$ cat src/rtl/audio_dac_serializer_if.sv
// Sample handshake bundle between the filter (master) and the I2S DAC serializer (slave).
// A word moves on every rising clk edge where sample_valid && sample_ready are both high;
// the master holds sample_in stable while sample_valid is high, and sample_ready never depends on sample_valid.
interface audio_dac_serializer_if #(
    parameter int SAMPLE_W = 16
) ();
    logic [2*SAMPLE_W-1:0] sample_in;
    logic                  sample_valid;
    logic                  sample_ready;

    modport master (
        output sample_in,
        output sample_valid,
        input  sample_ready
    );

    modport slave (
        input  sample_in,
        input  sample_valid,
        output sample_ready
    );
endinterface

$ cat src/rtl/audio_dac_serializer.sv
// I2S transmit serializer: one-deep sample buffer feeding a frame register shifted out on codec BCLK falls.
// Define DAC_HOLD_LAST_EN to repeat the previous frame on underrun instead of sending silence.
module audio_dac_serializer #(
    parameter int SAMPLE_W    = 16,
    parameter int SYNC_STAGES = 2
) (
    input  logic                         clk,
    input  logic                         rst,
    input  logic                         AUD_BCLK,
    input  logic                         AUD_DACLRCK,
    audio_dac_serializer_if.slave        s_if,
    output logic                         AUD_DACDAT,
    output logic                         frame_done,
    output logic                         underrun,
    output logic [1:0]                   dbg_state
);

    typedef enum logic [1:0] {
        ST_IDLE  = 2'd0,
        ST_ARMED = 2'd1,
        ST_RUN   = 2'd2
    } state_e;

    localparam int FRAME_W = 2 * SAMPLE_W;
    localparam int SLOT_W  = $clog2(SAMPLE_W + 2);
    localparam logic [SLOT_W-1:0] SLOT_MAX       = SLOT_W'(SAMPLE_W + 1);
    localparam logic [SLOT_W-1:0] SLOT_LAST_DATA = SLOT_W'(SAMPLE_W);

    logic [SYNC_STAGES-1:0] bclk_sync_q, bclk_sync_d;
    logic [SYNC_STAGES-1:0] lrck_sync_q, lrck_sync_d;
    logic                   bclk_dly_q, bclk_dly_d;
    logic                   bclk_s, lrck_s, bclk_fall;

    state_e                 state_q, state_d;
    logic                   lrck_prev_q, lrck_prev_d;
    logic                   chan_q, chan_d;
    logic [SLOT_W-1:0]      slot_q, slot_d;
    logic [FRAME_W-1:0]     frame_q, frame_d;
    logic [FRAME_W-1:0]     buf_q, buf_d;
    logic                   buf_full_q, buf_full_d;
    logic                   ready_q, ready_d;
    logic                   dacdat_q, dacdat_d;

    logic                   load, lrck_edge, left_start, accept, slot_has_data;
    logic [SAMPLE_W-1:0]    half_sel, half_shift;

    assign bclk_s    = bclk_sync_q[SYNC_STAGES-1];
    assign lrck_s    = lrck_sync_q[SYNC_STAGES-1];
    assign bclk_fall = bclk_dly_q & ~bclk_s;

    always_comb begin
        bclk_sync_d = {bclk_sync_q[SYNC_STAGES-2:0], AUD_BCLK};
        lrck_sync_d = {lrck_sync_q[SYNC_STAGES-2:0], AUD_DACLRCK};
        bclk_dly_d  = bclk_s;
    end

    always_comb begin
        state_d     = state_q;
        lrck_prev_d = lrck_prev_q;
        chan_d      = chan_q;
        slot_d      = slot_q;
        frame_d     = frame_q;
        buf_d       = buf_q;
        buf_full_d  = buf_full_q;
        dacdat_d    = dacdat_q;
        frame_done  = 1'b0;
        underrun    = 1'b0;
        load        = 1'b0;
        lrck_edge   = lrck_s ^ lrck_prev_q;
        left_start  = lrck_prev_q & ~lrck_s;

        if (bclk_fall) begin
            lrck_prev_d = lrck_s;
            case (state_q)
                ST_IDLE:  state_d = ST_ARMED;
                ST_ARMED: begin
                    if (left_start) begin
                        state_d = ST_RUN;
                        load    = 1'b1;
                    end
                end
                ST_RUN:   load = left_start;
                default:  state_d = ST_IDLE;
            endcase

            // Slot 0 is the bit period in which LRCK changed; data follows one BCLK later.
            if (state_q == ST_RUN || load) begin
                if (lrck_edge) begin
                    slot_d = '0;
                    chan_d = lrck_s;
                end else if (slot_q != SLOT_MAX) begin
                    slot_d = slot_q + 1'b1;
                end
            end
        end

        half_sel      = chan_d ? frame_q[SAMPLE_W-1:0] : frame_q[FRAME_W-1:SAMPLE_W];
        half_shift    = half_sel << (slot_d - 1'b1);
        slot_has_data = (slot_d != '0) && (slot_d <= SLOT_LAST_DATA);

        if (bclk_fall) begin
            dacdat_d = (state_d == ST_RUN) && slot_has_data && half_shift[SAMPLE_W-1];
        end

        if (load) begin
            if (buf_full_q) begin
                frame_d    = buf_q;
                buf_full_d = 1'b0;
                frame_done = 1'b1;
            end else begin
                underrun = 1'b1;
`ifdef DAC_HOLD_LAST_EN
                frame_d  = frame_q;
`else
                frame_d  = '0;
`endif
            end
        end

        // A word accepted alongside an empty-buffer load waits for the next frame.
        accept = s_if.sample_valid & ready_q;
        if (accept) begin
            buf_d      = s_if.sample_in;
            buf_full_d = 1'b1;
        end
        ready_d = ~buf_full_d;
    end

    always_ff @(posedge clk or posedge rst) begin
        if (rst) begin
            bclk_sync_q <= '0;
            lrck_sync_q <= '0;
            bclk_dly_q  <= 1'b0;
            state_q     <= ST_IDLE;
            lrck_prev_q <= 1'b0;
            chan_q      <= 1'b0;
            slot_q      <= '0;
            frame_q     <= '0;
            buf_q       <= '0;
            buf_full_q  <= 1'b0;
            ready_q     <= 1'b0;
            dacdat_q    <= 1'b0;
        end else begin
            bclk_sync_q <= bclk_sync_d;
            lrck_sync_q <= lrck_sync_d;
            bclk_dly_q  <= bclk_dly_d;
            state_q     <= state_d;
            lrck_prev_q <= lrck_prev_d;
            chan_q      <= chan_d;
            slot_q      <= slot_d;
            frame_q     <= frame_d;
            buf_q       <= buf_d;
            buf_full_q  <= buf_full_d;
            ready_q     <= ready_d;
            dacdat_q    <= dacdat_d;
        end
    end

    assign AUD_DACDAT        = dacdat_q;
    assign s_if.sample_ready = ready_q;
    assign dbg_state         = state_q;

endmodule

$ cat src/flat_wrapper.sv
// flat-port wrapper written by rule: the top's interface ports become plain ports
module audio_dac_serializer_flat 
#(
    parameter int SAMPLE_W    = 16,
    parameter int SYNC_STAGES = 2
)
  (clk, rst, AUD_BCLK, AUD_DACLRCK, AUD_DACDAT, frame_done, underrun, dbg_state, s_if_sample_in, s_if_sample_valid, s_if_sample_ready);
  audio_dac_serializer_if #(.SAMPLE_W(SAMPLE_W)) s_if_i ();
  input  logic clk;
  input  logic rst;
  input  logic AUD_BCLK;
  input  logic AUD_DACLRCK;
  output logic AUD_DACDAT;
  output logic frame_done;
  output logic underrun;
  output logic [1:0] dbg_state;
  input wire logic [$bits(s_if_i.sample_in)-1:0] s_if_sample_in;
  input wire logic [$bits(s_if_i.sample_valid)-1:0] s_if_sample_valid;
  output wire logic [$bits(s_if_i.sample_ready)-1:0] s_if_sample_ready;
  assign s_if_i.sample_in = s_if_sample_in;
  assign s_if_i.sample_valid = s_if_sample_valid;
  assign s_if_sample_ready = s_if_i.sample_ready;
  audio_dac_serializer #(.SAMPLE_W(SAMPLE_W), .SYNC_STAGES(SYNC_STAGES)) u_core (.clk(clk), .rst(rst), .AUD_BCLK(AUD_BCLK), .AUD_DACLRCK(AUD_DACLRCK), .s_if(s_if_i), .AUD_DACDAT(AUD_DACDAT), .frame_done(frame_done), .underrun(underrun), .dbg_state(dbg_state));
endmodule
$ cat config.mk
export PLATFORM = sky130hd
export DESIGN_NAME = audio_dac_serializer_flat
export DESIGN_NICKNAME = d
export VERILOG_FILES = /design/src/rtl/audio_dac_serializer_if.sv /design/src/rtl/audio_dac_serializer.sv /design/src/flat_wrapper.sv
export SDC_FILE = /design/constraint.sdc
export NUM_CORES = 1
export LEC_CHECK = 0
export ABC_AREA = 1
export BUFFER_PORTS_ARGS = -buffer_cell sky130_fd_sc_hd__clkbuf_2
export CORE_ASPECT_RATIO = 0.6
export CORE_MARGIN = 3
export CORE_UTILIZATION = 55
export CTS_BUF_LIST = sky130_fd_sc_hd__clkbuf_16
export CTS_CLUSTER_SIZE = 30
export DETAILED_ROUTE_END_ITERATION = 8
export PLACE_DENSITY = 0.83
export SYNTH_ARGS = -nofsm -noshare
export SYNTH_HDL_FRONTEND = slang
export SYNTH_SLANG_ARGS = --single-unit
export TNS_END_PERCENT = 5
$ cat constraint.sdc
create_clock -name clk -period 5.9 [get_ports clk]
set_clock_uncertainty 0.1 [all_clocks]
set_input_delay 0.885 -clock clk [delete_from_list [all_inputs] [get_ports clk]]
set_output_delay 0.885 -clock clk [all_outputs]
set_load 0.05 [all_outputs]
* Yosys cells after proc, flatten, opt, wreduce, memory -nomap -nowiden
Index checks and enable logic that the tools add are counted.
** Cells by class
- Reduce and logical (&&, ||, !) cells :: 6
- Bitwise operators :: 7
- Add/sub/neg operators :: 2
- Equal/unequal tests :: 4
- Order comparisons :: 1
- Shift-type cells :: 1
- Mux-type cells :: 22
** Operators by type and width (count)
- $mux W32 :: 1
- $mux W5 :: 4
- $mux W16 :: 1
- $shl A16 B5 Y16 :: 1
- $mux W1 :: 12
- $pmux W2 S3 :: 1
- $add A5 B1 Y5 const B :: 1
- $le A5 B5 Y1 const B :: 1
- $ne A5 B5 Y1 const B :: 1
- $reduce_bool A5 Y1 :: 1
- $sub A5 B1 Y5 const B :: 1
- $eq A2 B2 Y1 const B :: 2
- $mux W2 :: 2
- $and A1 B1 Y1 :: 3
- $logic_and A1 B1 Y1 :: 3
- $not A1 Y1 :: 3
- $eq A2 B1 Y1 const B :: 1
- $logic_not A2 Y1 :: 1
- $pmux W1 S2 :: 1
- $logic_or A1 B1 Y1 :: 1
- $xor A1 B1 Y1 :: 1
** Storage, ports and cells
- Input bits :: 37
- Register bits :: 81
- Output and inout port bits :: 6
- Word-level logic and storage cells :: 55

* Depth between registers and ports, before layout
- Depth in word-level cells :: 12
- Depth in mapped cells :: 18
- Depth with buffers taken out :: 17

* Worst setup path before layout
No wires, ideal clock.
- Path type :: reg-to-output
- Start :: register u_core.state_q[0] (netlist: u_core.dbg_state[0])
- End :: output underrun
- Arrival :: 2417 ps
- Buffers on the path :: 1
- Slack :: 2498 ps
- Data required time :: 4915 ps
- Cell stages (with the launch flop) :: 8
- Path through :: dfrtp_1 -> inv_1 -> ha_1 -> nand2_2 -> nor2_4 -> inv_2 -> clkbuf_1 -> nor2_1
** Between the ends
- Cells in the longest elaborated chain, start to end :: 5
- Elaborated cells on any way between the ends :: 6
- Those cells by class :: 2 x eq/ne; 4 x mux
** Ends and longest elaborated chain
- from (decl) :: RTL line audio_dac_serializer.sv:34 : state_e state_q, state_d;
- from (signal assigned) :: RTL line audio_dac_serializer.sv:147 : state_q <= state_d;
- $eq A2 B2 Y1 or $eq A2 B1 Y1 (tied branches) :: RTL line audio_dac_serializer.sv:74 : case (state_q)
- $pmux W1 S2 (*) :: RTL line audio_dac_serializer.sv:74
- $mux W1 (*) (2 in series) :: RTL line audio_dac_serializer.sv:72 : if (bclk_fall) begin
- $mux W1 (*) :: RTL line audio_dac_serializer.sv:105 : if (load) begin
- to (decl) :: RTL line flat_wrapper.sv:15 : output logic underrun;
Mark *: on every way between the ends. The rest lies on a longest branch, timed or not. The select of a mux whose other input is x is not followed.

* Final worst setup path
- Start :: register u_core.state_q[0] (netlist: u_core.dbg_state[0])
- End :: output frame_done
** Between the ends
- Cells in the longest elaborated chain, start to end :: 5
- Elaborated cells on any way between the ends :: 6
- Those cells by class :: 2 x eq/ne; 4 x mux
** Ends and longest elaborated chain
- $eq A2 B2 Y1 or $eq A2 B1 Y1 (tied branches) :: RTL line audio_dac_serializer.sv:74
- $pmux W1 S2 (*) :: RTL line audio_dac_serializer.sv:74
- $mux W1 (*) (2 in series) :: RTL line audio_dac_serializer.sv:72
- $mux W1 (*) :: RTL line audio_dac_serializer.sv:105
- to (decl) :: RTL line flat_wrapper.sv:14 : output logic frame_done;
Marks and branches as above.

==> flow_summary.yaml <==
placed_design:
  portBuffers: 42
  dp_slack_ns: 2.985
  gp_congestion: 0.9286
  dp.final_hpwl_um: 5458
die:
  ios: 43
  die_area_um2: 7887
  die_x_um: 112.7
  start_util: 0.5905
  rows: 22
  die_h_um: 70
  core-area_um2: 6359
synthesis:
  async_reset_ff_frac: 1.000
  ys_seq_elements: 81
  synth.top_cell.area_share: 0.5398
  ys_dominant_reg_cell: "dfrtp_1"
  synth_area_leaders: "dfrtp_1, nand2_1, o21ai_0"
  ys_seq_area_frac: 0.5398
  avgSynthCellArea_um2: 8.877
  ys.warnings.count: 0
  ys_types: 33
  synth-edff-count: 0
  syn_inst: 423
  syn-cell-area_um2: 3755
  synth_top_area_cell: "dfrtp_1"
  synthesis.nets: 469
drt:
  drtAntennaViolNets: 0
  drt_wl_total_um: 7762
  drtIter0Drc: 219
  vias_per_cell: 5.233
  avgRoutedWirePerCell_um: 14.04
  drt_first_pass_iters: 5
  drc: 0
  num_vias: 2894
run_status:
  outcome: "finished, final reports clean"
power:
  totalPowerFinal_w: 0.002261
  powerDensity_nw_per_um2: 525.1
  p_leak_nw: 2.195
  ir_worst_vdd_mv: 0.2411
finish:
  multiInputGateArea_um2: 1396
  antennaDiodeCount: 0
  final_core_util: 0.6771
  drive_above_1_share: 0.1834
  fin_nets: 510
  regArea_um2: 2027
  mostFrequentLayoutCells: "nand2_1, dfrtp_1, inv_1"
  layout_commonest_cell: "nand2_1"
  fillers: 510
  area_delta_synth_final_pct: 14.66
sta:
  slew_viol_final: 0
  rsz0062_at_grt: "false"
  finalSetupTns_ns: 0
  finalCriticalPeriod_ns: 3.275
  fin_hold_ws_ns: 0.2502
  worst_pin_slew_ns: 0.8003
  hold_viol: 0
  fin_crit_sh: 0.5550
  setup_viol: 0
  fmax_mhz: 305.4
  slew_headroom: 0.4658
  fin_ws_ns: 2.625
clocking:
  tritoncts: "done"
  clock-sinks: 81
  cts_made_buffers: 9
  clk_pin_slew_ns: 0.06
  cts_resized: 0
  postCtsHoldBufs: 0
  h-tree-depth: 3
  cts_root_buffer: "clkbuf_16"
  cts_setup_buffers: 0
  insertion_delay_ns: 0.34
  clockBufferDepth: 2
global_route:
  track_usage: 0.2099
  antenna_found_initial: 0
  grt_pass1_wl_um: 13100
  grt_pass1_vias: 2724
  grt-ovfl-total: 0
  grt_max_degree: 61
critical_path:
  cp_top_family: "buffers and inverters"
  slowest_stage: "dfrtp_1"
  crit_type: "flip-flop to primary output"
  crit_chain: "inv_1 -> ha_1 -> nand2_2 -> nor2_4 -> inv_2 -> nor2_8 -> clkbuf_2"
  crit_buf_inv: 3
  cp-start-kind: "flip-flop"
  cp.arrival_ns: 2.29
  end_kind: "primary output"
  path_max_fanout: 27
  cp.required_ns: 4.91
  max_stage_delay_ns: 0.42
hold_path:
  min_path_type: "flip-flop to flip-flop"
run:
  cap_violations: 0
[worst register-to-register path, delay by kind of cell, from the launching register on]
| kind | cells | cell delay [ns] |
|---|---|---|
| adder cells (fa/ha/maj) | 2 | 0.77 |
| flip-flops | 1 | 0.42 |
| buffers and inverters | 2 | 0.23 |
| AND/OR/NAND/NOR | 11 | 1.15 |
[stage by stage]
stage,cell area [um^2],std cells
after floorplan,3755,423
after global placement,3998,537
after CTS,4305,553
final,4305,553
after global routing,4305,553
after detailed placement,3998,537
[final timing paths]
path                                          to  slack, ns             startpoint  cells after the start
max reg2reg                    u_core.AUD_DACDAT       3.12    u_core.dbg_state[0]                     15
max                                   frame_done       2.63    u_core.dbg_state[0]                      7
min                        u_core.bclk_sync_q[1]       0.25  u_core.bclk_sync_q[0]                      0
min in group asynchronous       u_core.buf_q[14]       0.43                    rst                      2
max in group asynchronous        u_core.buf_q[2]       4.17                    rst                      3
min reg2reg                u_core.bclk_sync_q[1]       0.25  u_core.bclk_sync_q[0]                      0
[sequential cells by signal (all words and copies together) (netlist names)]
| signal | count |
|---|---|
| u_core.AUD_DACDAT | 1 |
| u_core.bclk_dly_q | 1 |
| u_core.bclk_sync_q | 2 |
| u_core.buf_full_q | 1 |
| u_core.buf_q | 32 |
| u_core.chan_q | 1 |
| u_core.dbg_state | 2 |
| u_core.frame_q | 32 |
| u_core.lrck_prev_q | 1 |
| u_core.lrck_sync_q | 2 |
| u_core.s_if.sample_ready | 1 |
| u_core.slot_q | 5 |
[report_power, final]
part	internal, W	switching [W]	leakage (nW)
combinational	0.000270	0.000532	1.02
sequential	0.000777	0.000114	1.03
clock	0.000335	0.000233	0.145
total	0.00138	0.000879	2.20
[kinds of logic (layout without fill, tap and decap cells)]
family                     count (synthesis)  after routing  share of synthesized area
and+or+nand+nor                          179            179                     0.2259
DFF                                       81             81                     0.5398
buffers and inverters                     79            125                    0.08830
AOI/OAI and AO/OA                         72             72                     0.1090
adders and majority gates                  9              9                    0.02999
xor gates and xnor gates                   3              3                   0.006999
[layer usage]
metal  routed length, um  global-route usage  vias to the layer above
met1                3871              0.3127                     1346
li1                    -                   -                     1436
met2                3263              0.2913                      102
met4                  85             0.06400                        0
met3                 541             0.06753                       10
met5                   0                   0                        -
[final cells by class]
| type | count | share of cell area |
|---|---|---|
| multi-input cells | 263 | 0.3243 |
| flip-flops and latches | 81 | 0.4708 |
| repair buffers | 44 | 0.05231 |
| well taps | 84 | 0.02441 |
| clock buffers | 9 | 0.05231 |
| clock inverters | 7 | 0.01918 |
| inverters | 65 | 0.05667 |
[Yosys cell counts (5+ instances only)]
cell type and n:
nand2_1 117, dfrtp_1 81, inv_1 61, o21ai_0 48
nand3_1 34, clkbuf_1 9, ha_1 9, nor2_1 8
o22ai_1 7, nand2_2 6, a21oi_1 5, a22o_1 5
(Power assumes the default switching activity.)
